<file path="src/rtl/pe_pending_encoder.sv">
// N-input priority encoder: latches request pulses into a pending vector and grants one per accept.
// Latency: a request seen at edge t is presented on y/v after that edge (one cycle), one grant per cycle.
// Backpressure: while v && !rdy, y/v hold and new requests keep accumulating in pend. Option: PE_ROUND_ROBIN_EN.
module pe_pending_encoder #(
  parameter int N = 4
) (
  input  logic                 clk,
  input  logic                 rst,
  input  logic [N-1:0]         a,
  input  logic                 rdy,
  output logic [$clog2(N)-1:0] y,
  output logic                 v,
  output logic [N-1:0]         pend,
  output logic                 ovf
);

  localparam int W = $clog2(N);

  logic         acc;
  logic         load;
  logic [N-1:0] clr;
  logic [N-1:0] pend_n;
  logic [W-1:0] enc;

  // Accept handshake, clear mask for the granted bit and next pending vector (set wins over clear)
  always_comb begin
    acc    = v && rdy;
    clr    = acc ? (N'(1) << y) : '0;
    pend_n = (pend & ~clr) | a;
    load   = !v || rdy;
  end

`ifdef PE_ROUND_ROBIN_EN
  logic [W-1:0] last;
  logic [W-1:0] last_eff;

  // Rotating priority: highest pending index below last wins, else highest index at or above last.
  // The pointer used is the one that will be in effect after this edge, so a granted source drops to lowest priority immediately.
  always_comb begin
    last_eff = acc ? y : last;
    enc      = '0;
    for (int i = 0; i < N; i++) begin
      if (pend_n[i]) enc = W'(i);
    end
    for (int i = 0; i < N; i++) begin
      if (pend_n[i] && (W'(i) < last_eff)) enc = W'(i);
    end
  end

  // Pointer remembers the last accepted index; holds on stall or idle
  always_ff @(posedge clk) begin
    if (rst) begin
      last <= '0;
    end else if (acc) begin
      last <= y;
    end
  end
`else
  // Fixed priority: highest pending index wins
  always_comb begin
    enc = '0;
    for (int i = 0; i < N; i++) begin
      if (pend_n[i]) enc = W'(i);
    end
  end
`endif

  // Pending/status state and registered output; output reloads whenever it is empty or being consumed
  always_ff @(posedge clk) begin
    if (rst) begin
      pend <= '0;
      y    <= '0;
      v    <= 1'b0;
      ovf  <= 1'b0;
    end else begin
      pend <= pend_n;
      ovf  <= |(a & pend & ~clr);
      if (load) begin
        y <= enc;
        v <= |pend_n;
      end
    end
  end

endmodule
</file>
<file path="config.mk">
export PLATFORM = sky130hd
export DESIGN_NAME = pe_pending_encoder
export DESIGN_NICKNAME = d
export VERILOG_FILES = /design/src/rtl/pe_pending_encoder.sv
export SDC_FILE = /design/constraint.sdc
export NUM_CORES = 1
export LEC_CHECK = 0
export CORE_AREA = 2 2 39 41
export DETAILED_ROUTE_END_ITERATION = 6
export DIE_AREA = 0 0 41 43
export PLACE_DENSITY_LB_ADDON = 0.05
export SLEW_MARGIN = 10
export SYNTH_ARGS = -nofsm -noshare
export SYNTH_HDL_FRONTEND = slang
export SYNTH_SLANG_ARGS = --single-unit
export TNS_END_PERCENT = 10
</file>
<file path="constraint.sdc">
create_clock -name clk -period 1.2 [get_ports clk]
set_clock_uncertainty 0.2 [all_clocks]
set_input_delay 0.36 -clock clk [delete_from_list [all_inputs] [get_ports clk]]
set_output_delay 0.36 -clock clk [all_outputs]
set_load 0.005 [all_outputs]
</file>
==> results of run 1 <==
[worst min-delay path: cells and delay by family, from the launching register on]
| family | cells | cell delay, ns |
|---|---|---|
| AND/OR/NAND/NOR | 2 | 0.14 |
| flip-flops | 1 | 0.36 |
[cell usage in the layout (no fill, tap or decap), types with 3 or more instances in the layout]
master,netlist,final
clkbuf_4,0,3
nor2_1,7,7
buf_2,0,3
dfxtp_2,0,3
nand3_1,4,3
dlygate4sd2_1,0,3
nand2_1,3,3
buf_4,0,15
buf_6,0,4
clkdlybuf4s50_1,0,5
dfxtp_4,0,3
[Yosys cell counts, types with 2 or more instances]
cell type / n / area share
dfxtp_1: 8 / 0.49
a21oi_1: 2 / 0.031
nor2_1: 7 / 0.080
nand2_1: 3 / 0.034
nand4b_1: 2 / 0.054
nand3_1: 4 / 0.061
[metrics by stage]
step / setup TNS (ns) / hold slack, ns / instance area [µm²]
finish: -1.90 / 0.344 / 688
global route: -2.76 / 0.373 / 688
CTS: -2.24 / 0.347 / 662
detailed placement: -6.39 / 0.320 / 614
global placement: -6.10 / 0.325 / 614
floorplan: -0.116 / 0.277 / 340
[flip-flops by register name, indices dropped and copies added, names as in the netlist]
name / flops
pend: 4
ovf: 1
y: 2
v: 1
[cells by family after synthesis]
group,Yosys count,synth area share
simple gates,20,0.307
flops,8,0.490
buf+inv,2,0.0230
compound gates,8,0.180
[cell type report]
cell class / instances / area (µm²) / share of cell area
Timing Repair Buffer: 31 / 269 / 0.391
Multi-Input combinational cell: 28 / 194 / 0.282
Sequential cell: 8 / 175 / 0.255
Clock buffer: 4 / 26.3 / 0.0382
Tap cell: 16 / 20.0 / 0.0291
Inverter: 1 / 3.75 / 0.00545
[repair_timing]
action                     4_1_cts  5_1_grt
setup endpoints to repair       16       16
resized for setup               34        5
setup buffers                    3        0
pin swaps                        7        3
[per-layer routing]
metal,global-route usage,up-vias,part of all wire
li1,-,214,-
met1,0.173,177,0.44
met2,0.194,9,0.51
met3,0.0471,2,0.040
met4,0.0800,0,0.0093
met5,0,-,0
[power breakdown]
part	switching, W	leakage [nW]	internal, W
Sequential	0.0000168	0.0690	0.000288
Combinational	0.0000699	0.216	0.000118
Clock	0.0000946	0.0150	0.000127
Total	0.000181	0.300	0.000533
[final timing paths]
path / from / endpoint / cells after the start
worst max-delay path: v / v / 6
worst min-delay path: y[1] / y[1] / 2
worst max register to register: v / v / 6
worst min register to register: y[1] / y[1] / 2
==> impl_metrics.env, run 1 <==
export IMPL_status="finished with violations"
export IMPL_violations="negative setup slack"
export IMPL_worst_pin_slew_ns=0.280
export IMPL_nets=80
export IMPL_die_area_um2=1760
export IMPL_syn_area_um2=327
export IMPL_grt_start_max_net_pins=9
export IMPL_grt_pass1_vias=371
export IMPL_slowest_delay_ns=0.35
export IMPL_crit_chain="buf_6 -> buf_12 -> nand3_4 -> a221oi_4 -> and2_4 -> a31oi_1"
export IMPL_cp_max_fo=4
export IMPL_cts_root_buf="clkbuf_4"
export IMPL_critPathSlowestCell="dfxtp_4"
export IMPL_fin_ws_ns=-0.238
export IMPL_track_usage=0.137
export IMPL_hp_class="register to register"
export IMPL_maxSlewViolCount=0
export IMPL_yosys_warnings=0
export IMPL_cp_start_kind="register"
export IMPL_final_min_clock_period_ns=1.44
export IMPL_io_pin_count=15
export IMPL_p_per_area_nw_per_um2=1040
export IMPL_routabilityCongestion=0.762
export IMPL_antenna_found_initial=0
export IMPL_worstSetupPathType="register to register"
export IMPL_grt_pass1_wl_um=1560
export IMPL_rows=14
export IMPL_drt_iter0_drc=6
export IMPL_die_y_um=43
export IMPL_fmax_ghz=0.696
export IMPL_area_delta_synth_final_pct=111
export IMPL_ys_ff_latch=8
export IMPL_postRouteWirelength_um=963
export IMPL_fin_cells=88
export IMPL_peakVddDrop_uv=497
export IMPL_path_buf_inv=2
export IMPL_cts_tree="yes"
export IMPL_drc=0
export IMPL_ant_nets=0
export IMPL_synthCells=38
export IMPL_cts_buffer_depth=2
export IMPL_clkLatencyLatePin_ns=0.25
export IMPL_post_drt_via_cell_ratio=4.57
export IMPL_dr_total_vias=402
export IMPL_io_buffer_count=14
export IMPL_place_inst=81
export IMPL_postLayoutCoreUtil=0.497
export IMPL_start_util=0.236
export IMPL_ys_seq_area_frac=0.490
export IMPL_async_reset_ff_frac=0
export IMPL_crit_path_end_kind="register"
export IMPL_numCtsBuffers=3
export IMPL_p_leak_nw=0.300
export IMPL_first_pass_iters=3
export IMPL_total_power_w=0.000714
export IMPL_required_ns=1.13
export IMPL_slew_headroom=0.813
export IMPL_finalSetupViolCount=16
export IMPL_coreArea_um2=1380
export IMPL_place_ws_ns=-0.721
export IMPL_rrSetupSlack_ns=-0.24
export IMPL_synth_edf_count=0
export IMPL_cp_data_arrival_time_ns=1.37
export IMPL_final_fill_count=137
export IMPL_synth_ff_type="dfxtp_1"
export IMPL_max_cap_violations=0
export IMPL_grt_overflow_total=0
export IMPL_wire_per_inst_um=10.9
export IMPL_avgSynthCellArea_um2=8.59
export IMPL_synth_cell_type_count=18
export IMPL_drive_gt1_frac=0.514
export IMPL_h_tree_depth=1
export IMPL_clock_sinks=8
export IMPL_postCtsHoldBufs=0
export IMPL_rsz0062_at_grt="true"
export IMPL_timing_hold_violations_final=0
export IMPL_syn_nets=45
export IMPL_antenna_cells=0
export IMPL_die_x_um=41
export IMPL_cp_top_family="flip-flops"
export IMPL_period_share=1.20
export IMPL_path_clk_slew_ns=0.06
(Power assumes the default switching activity.)
==> inputs of run 2 (changes only) <==
--- a/config.mk
+++ b/config.mk
@@ -5,9 +5,9 @@
 export SDC_FILE = /design/constraint.sdc
 export NUM_CORES = 1
 export LEC_CHECK = 0
-export CORE_AREA = 2 2 39 41
+export CORE_AREA = 10 10 47 49
 export DETAILED_ROUTE_END_ITERATION = 6
-export DIE_AREA = 0 0 41 43
+export DIE_AREA = 0 0 57 59
 export PLACE_DENSITY_LB_ADDON = 0.05
 export SLEW_MARGIN = 10
 export SYNTH_ARGS = -nofsm -noshare
==> constraint.sdc (replaced) <==
create_clock -name clk -period 1.65 [get_ports clk]
set_clock_uncertainty 0.2 [all_clocks]
set_input_delay 0.495 -clock clk [delete_from_list [all_inputs] [get_ports clk]]
set_output_delay 0.495 -clock clk [all_outputs]
set_load 0.005 [all_outputs]
==> run 2 against run 1 <==
- the flow now finishes without violations
- total power fell by 34%
- cell count fell by 10%
- register-to-register slack improved by 0.40 ns
- sequential cell count did not move
- worst setup slack improved by 0.34 ns
- sequential power fell by 29%
- critical endpoint is now pend[1]
==> impl_metrics.env, run 2 (synthesized netlist as in run 1, its figures left out) <==
export IMPL_status="completed"
export IMPL_h_tree_depth=1
export IMPL_crit_chain="dlygate4sd2_1"
export IMPL_grt_pass1_wl_um=1780
export IMPL_critPathSlowestCell="dfxtp_1"
export IMPL_wire_per_inst_um=13.8
export IMPL_dr_total_vias=386
export IMPL_period_share=0.937
export IMPL_finalSetupViolCount=0
export IMPL_nets=72
export IMPL_fmax_ghz=0.647
export IMPL_grt_start_max_net_pins=9
export IMPL_coreArea_um2=1400
export IMPL_grt_overflow_total=0
export IMPL_path_buf_inv=1
export IMPL_drc=0
export IMPL_drt_iter0_drc=9
export IMPL_io_pin_count=15
export IMPL_worstSetupPathType="register to output pin"
export IMPL_final_min_clock_period_ns=1.55
export IMPL_worst_pin_slew_ns=0.270
export IMPL_cp_top_family="flip-flops"
export IMPL_largest_reg_flops=4
export IMPL_timing_hold_violations_final=0
export IMPL_peakVddDrop_uv=357
export IMPL_place_hpwl_um=818
export IMPL_post_drt_via_cell_ratio=4.89
export IMPL_first_pass_iters=4
export IMPL_top_regs="pend (4), y (2)"
export IMPL_place_inst=76
export IMPL_maxSlewViolCount=0
export IMPL_numCtsBuffers=3
export IMPL_hp_class="register to register"
export IMPL_clock_sinks=8
export IMPL_cts_tree="yes"
export IMPL_postCtsHoldBufs=0
export IMPL_final_fill_count=161
export IMPL_slowest_delay_ns=0.34
export IMPL_antenna_cells=0
export IMPL_start_util=0.233
export IMPL_final_cell_mix="9 x dlygate4sd2_1, 9 x buf_4, 7 x nor2_1, 7 x dfxtp_1, 5 x clkdlybuf4s50_1"
export IMPL_final_area_um2=569
export IMPL_max_cap_violations=0
export IMPL_die_x_um=57
export IMPL_cp_start_kind="register"
export IMPL_rows=14
export IMPL_path_clk_slew_ns=0.05
export IMPL_rsz0062_at_grt="false"
export IMPL_io_buffer_count=14
export IMPL_ant_nets=0
export IMPL_crit_path_end_kind="output pin"
export IMPL_seq_area_um2=161
export IMPL_grt_pass1_vias=381
export IMPL_cp_data_arrival_time_ns=0.85
export IMPL_routabilityCongestion=0.755
export IMPL_drive_gt1_frac=0.254
export IMPL_antenna_found_initial=0
export IMPL_post_cts_buffers=0
export IMPL_regMostFlops="pend"
export IMPL_p_leak_nw=0.254
export IMPL_die_area_um2=3360
export IMPL_fin_cells=79
export IMPL_slew_headroom=0.820
export IMPL_whs_ns=0.354
export IMPL_cp_max_fo=3
export IMPL_die_y_um=59
export IMPL_clkLatencyLatePin_ns=0.25
export IMPL_cts_root_buf="clkbuf_4"
export IMPL_postRouteWirelength_um=1090
export IMPL_total_power_w=0.000474
export IMPL_p_per_area_nw_per_um2=832
export IMPL_required_ns=0.95
export IMPL_multi_input_area_um2=165
export IMPL_track_usage=0.0676
export IMPL_cts_buffer_depth=2
export IMPL_place_area_um2=551
export IMPL_area_delta_synth_final_pct=74.3
==> run 2: cell count changes in the layout (fill, tap and decap cells not counted), sizes merged <==
cell         change
buf             -14
clkbuf           -1
dlygate4sd2      +6
==> run 2: layer usage <==
| metal | up-vias | wire length (µm) | track usage |
|---|---|---|---|
| li1 | 189 | - | - |
| met1 | 188 | 450 | 0.0695 |
| met2 | 7 | 573 | 0.110 |
| met3 | 2 | 59 | 0.0322 |
| met4 | 0 | 6 | 0.0403 |
| met5 | - | 0 | 0 |
==> run 2: per-stage QoR <==
step,setup slack (ns),setup TNS (ns),util
floorplan,0.243,0,-
global placement,-0.395,-2.22,0.393
detailed placement,-0.409,-2.31,0.393
CTS,0.0976,0,0.406
global route,0.0468,0,0.406
finish,0.104,0,0.406
==> run 2: area by class of cell <==
class                           count  area share
Timing Repair Buffer               23       0.345
Multi-Input combinational cell     28       0.290
Sequential cell                     8       0.284
Clock buffer                        3      0.0396
Tap cell                           16      0.0352
Inverter                            1     0.00659
==> run 2: final timing paths <==
check | from | endpoint | slack [ns] | cells past startpoint
max reg2reg | y[1] | v | 0.16 | 5
max | pend[1] | pend[1] | 0.10 | 1
min reg2reg | pend[1] | ovf | 0.35 | 2
min | pend[1] | ovf | 0.35 | 2
==> run 2: power by group <==
part / total, W / switching, W / internal [W]
registers: 0.000216 / 0.00000707 / 0.000209
logic: 0.000107 / 0.0000461 / 0.0000605
clock network: 0.000151 / 0.0000678 / 0.0000833
==> run 2: repair_timing <==
item                                    4_1_cts  5_1_grt
gates resized for setup                      11        0
endpoints found under the setup margin       13        0
hold endpoints to repair                      0        0
==> inputs of run 3 (changes only) <==
--- a/config.mk
+++ b/config.mk
@@ -8,7 +8,9 @@
 export CORE_AREA = 10 10 47 49
 export DETAILED_ROUTE_END_ITERATION = 6
 export DIE_AREA = 0 0 57 59
+export MAX_ROUTING_LAYER = met4
 export PLACE_DENSITY_LB_ADDON = 0.05
+export SETUP_SLACK_MARGIN = 0.1
 export SLEW_MARGIN = 10
 export SYNTH_ARGS = -nofsm -noshare
 export SYNTH_HDL_FRONTEND = slang
==> run 3 against run 2 <==
- sequential cell count stayed put
- fmax is 0.22% higher
- die area did not move
- register-to-register slack about the same
- first-iteration DRC count up 22%
- sequential power barely moved
- critical path depth unchanged
- total power increased by 0.34%
- combinational power about the same
==> impl_metrics.env, run 3 (synthesized netlist as in run 1, its figures left out) <==
export IMPL_slowest_delay_ns=0.33
export IMPL_crit_chain="dlygate4sd2_1"
export IMPL_largest_reg_flops=4
export IMPL_postRouteWirelength_um=1030
export IMPL_final_cell_mix="9 x buf_4, 7 x nor2_1, 7 x dlygate4sd2_1, 6 x dfxtp_1, 5 x clkdlybuf4s50_1"
export IMPL_final_common_cell="buf_4"
export IMPL_numCtsBuffers=3
export IMPL_postLayoutCoreUtil=0.412
export IMPL_cts_root_buf="clkbuf_4"
export IMPL_hp_class="register to register"
export IMPL_cp_start_kind="register"
export IMPL_clock_sinks=8
export IMPL_area_delta_synth_final_pct=76.6
export IMPL_cp_max_fo=3
export IMPL_clkLatencyLatePin_ns=0.25
export IMPL_path_buf_inv=1
export IMPL_whs_ns=0.354
export IMPL_total_power_w=0.000475
export IMPL_rows=14
export IMPL_status="completed"
export IMPL_fin_ws_ns=0.108
export IMPL_die_y_um=59
export IMPL_worst_pin_slew_ns=0.270
export IMPL_postCtsHoldBufs=0
export IMPL_place_hpwl_um=818
export IMPL_worstSetupPathType="register to output pin"
export IMPL_io_buffer_count=14
export IMPL_peakVddDrop_uv=353
export IMPL_track_usage=0.0673
export IMPL_wire_per_inst_um=13.0
export IMPL_grt_pass1_wl_um=1730
export IMPL_final_min_clock_period_ns=1.54
export IMPL_die_area_um2=3360
export IMPL_dr_total_vias=376
export IMPL_coreArea_um2=1400
export IMPL_drt_iter0_drc=11
export IMPL_first_pass_iters=4
export IMPL_cts_tree="yes"
export IMPL_io_pin_count=15
export IMPL_post_cts_buffers=0
export IMPL_regMostFlops="pend"
export IMPL_top_regs="pend (4), y (2)"
export IMPL_max_cap_violations=0
export IMPL_rrSetupSlack_ns=0.17
export IMPL_die_x_um=57
export IMPL_maxSlewViolCount=0
export IMPL_fmax_ghz=0.648
export IMPL_fin_tns_setup_ns=0
export IMPL_drive_gt1_frac=0.286
export IMPL_timing_hold_violations_final=0
export IMPL_antenna_cells=0
export IMPL_routabilityCongestion=0.765
export IMPL_start_util=0.233
export IMPL_ant_nets=0
export IMPL_grt_overflow_total=0
export IMPL_finalSetupViolCount=0
export IMPL_cts_buffer_depth=2
export IMPL_cp_data_arrival_time_ns=0.85
export IMPL_nets=72
export IMPL_h_tree_depth=1
export IMPL_post_drt_via_cell_ratio=4.76
export IMPL_antenna_found_initial=0
export IMPL_required_ns=0.95
export IMPL_period_share=0.935
export IMPL_grt_start_max_net_pins=9
export IMPL_rsz0062_at_grt="true"
export IMPL_drc=0
export IMPL_slew_headroom=0.819
export IMPL_crit_path_end_kind="output pin"
export IMPL_cp_top_family="flip-flops"
export IMPL_place_ws_ns=-0.409
export IMPL_grt_pass1_vias=378
export IMPL_path_clk_slew_ns=0.05
export IMPL_p_leak_nw=0.251
export IMPL_critPathSlowestCell="dfxtp_2"
export IMPL_p_per_area_nw_per_um2=824
[run 3: cell count changes in the layout (fill, tap and decap cells not counted), sizes merged]
cell / delta
clkdlybuf4s15: +2
dlygate4sd2: -2
[run 3: path summary, 6_finish.rpt]
kind / from / end / cells past startpoint
setup reg to reg: y[0] / y[0] / 5
hold / removal: pend[1] / ovf / 2
hold reg to reg: pend[1] / ovf / 2
setup / recovery: v / v / 1
[run 3: layer usage]
metal,routed length (µm),share of wire,vias up,global-route usage
met5,0,0,-,-
met4,6,0.0058,0,0.0403
met3,58,0.056,2,0.0300
met2,511,0.50,13,0.101
met1,450,0.44,172,0.0719
li1,-,-,189,-
[run 3: worst reg2reg max path: cells and delay by family (launching register included)]
family                 cells  cell delay [ns]
buffers and inverters      1             0.15
flip-flops                 1             0.31
AO/OA/AOI/OAI              2             0.44
AND/OR/NAND/NOR            2             0.29
[run 3: stage by stage]
step | instances | area, µm²
floorplan | 38 | 327
global placement | 76 | 551
detailed placement | 76 | 551
CTS | 79 | 574
global route | 79 | 577
finish | 79 | 577
[run 3: final cells by class]
type | count | area, µm²
fill | 160 | 825
timing repair buffer | 23 | 199
multi-input combinational | 28 | 169
sequential | 8 | 163
clock buffer | 3 | 22.5
tap | 16 | 20.0
inverter | 1 | 3.75
[run 3: what timing repair did]
action / 4_1_cts / 5_1_grt
pin swaps: 1 / 0
resized for setup: 13 / 2
endpoints found under the setup margin: 15 / 8
[run 3: where the power goes]
| group | total, W | switching [W] | internal, W |
|---|---|---|---|
| clock | 0.000151 | 0.0000678 | 0.0000833 |
| combinational | 0.000107 | 0.0000454 | 0.0000618 |
| sequential | 0.000217 | 0.00000771 | 0.000209 |
| total | 0.000475 | 0.000121 | 0.000354 |
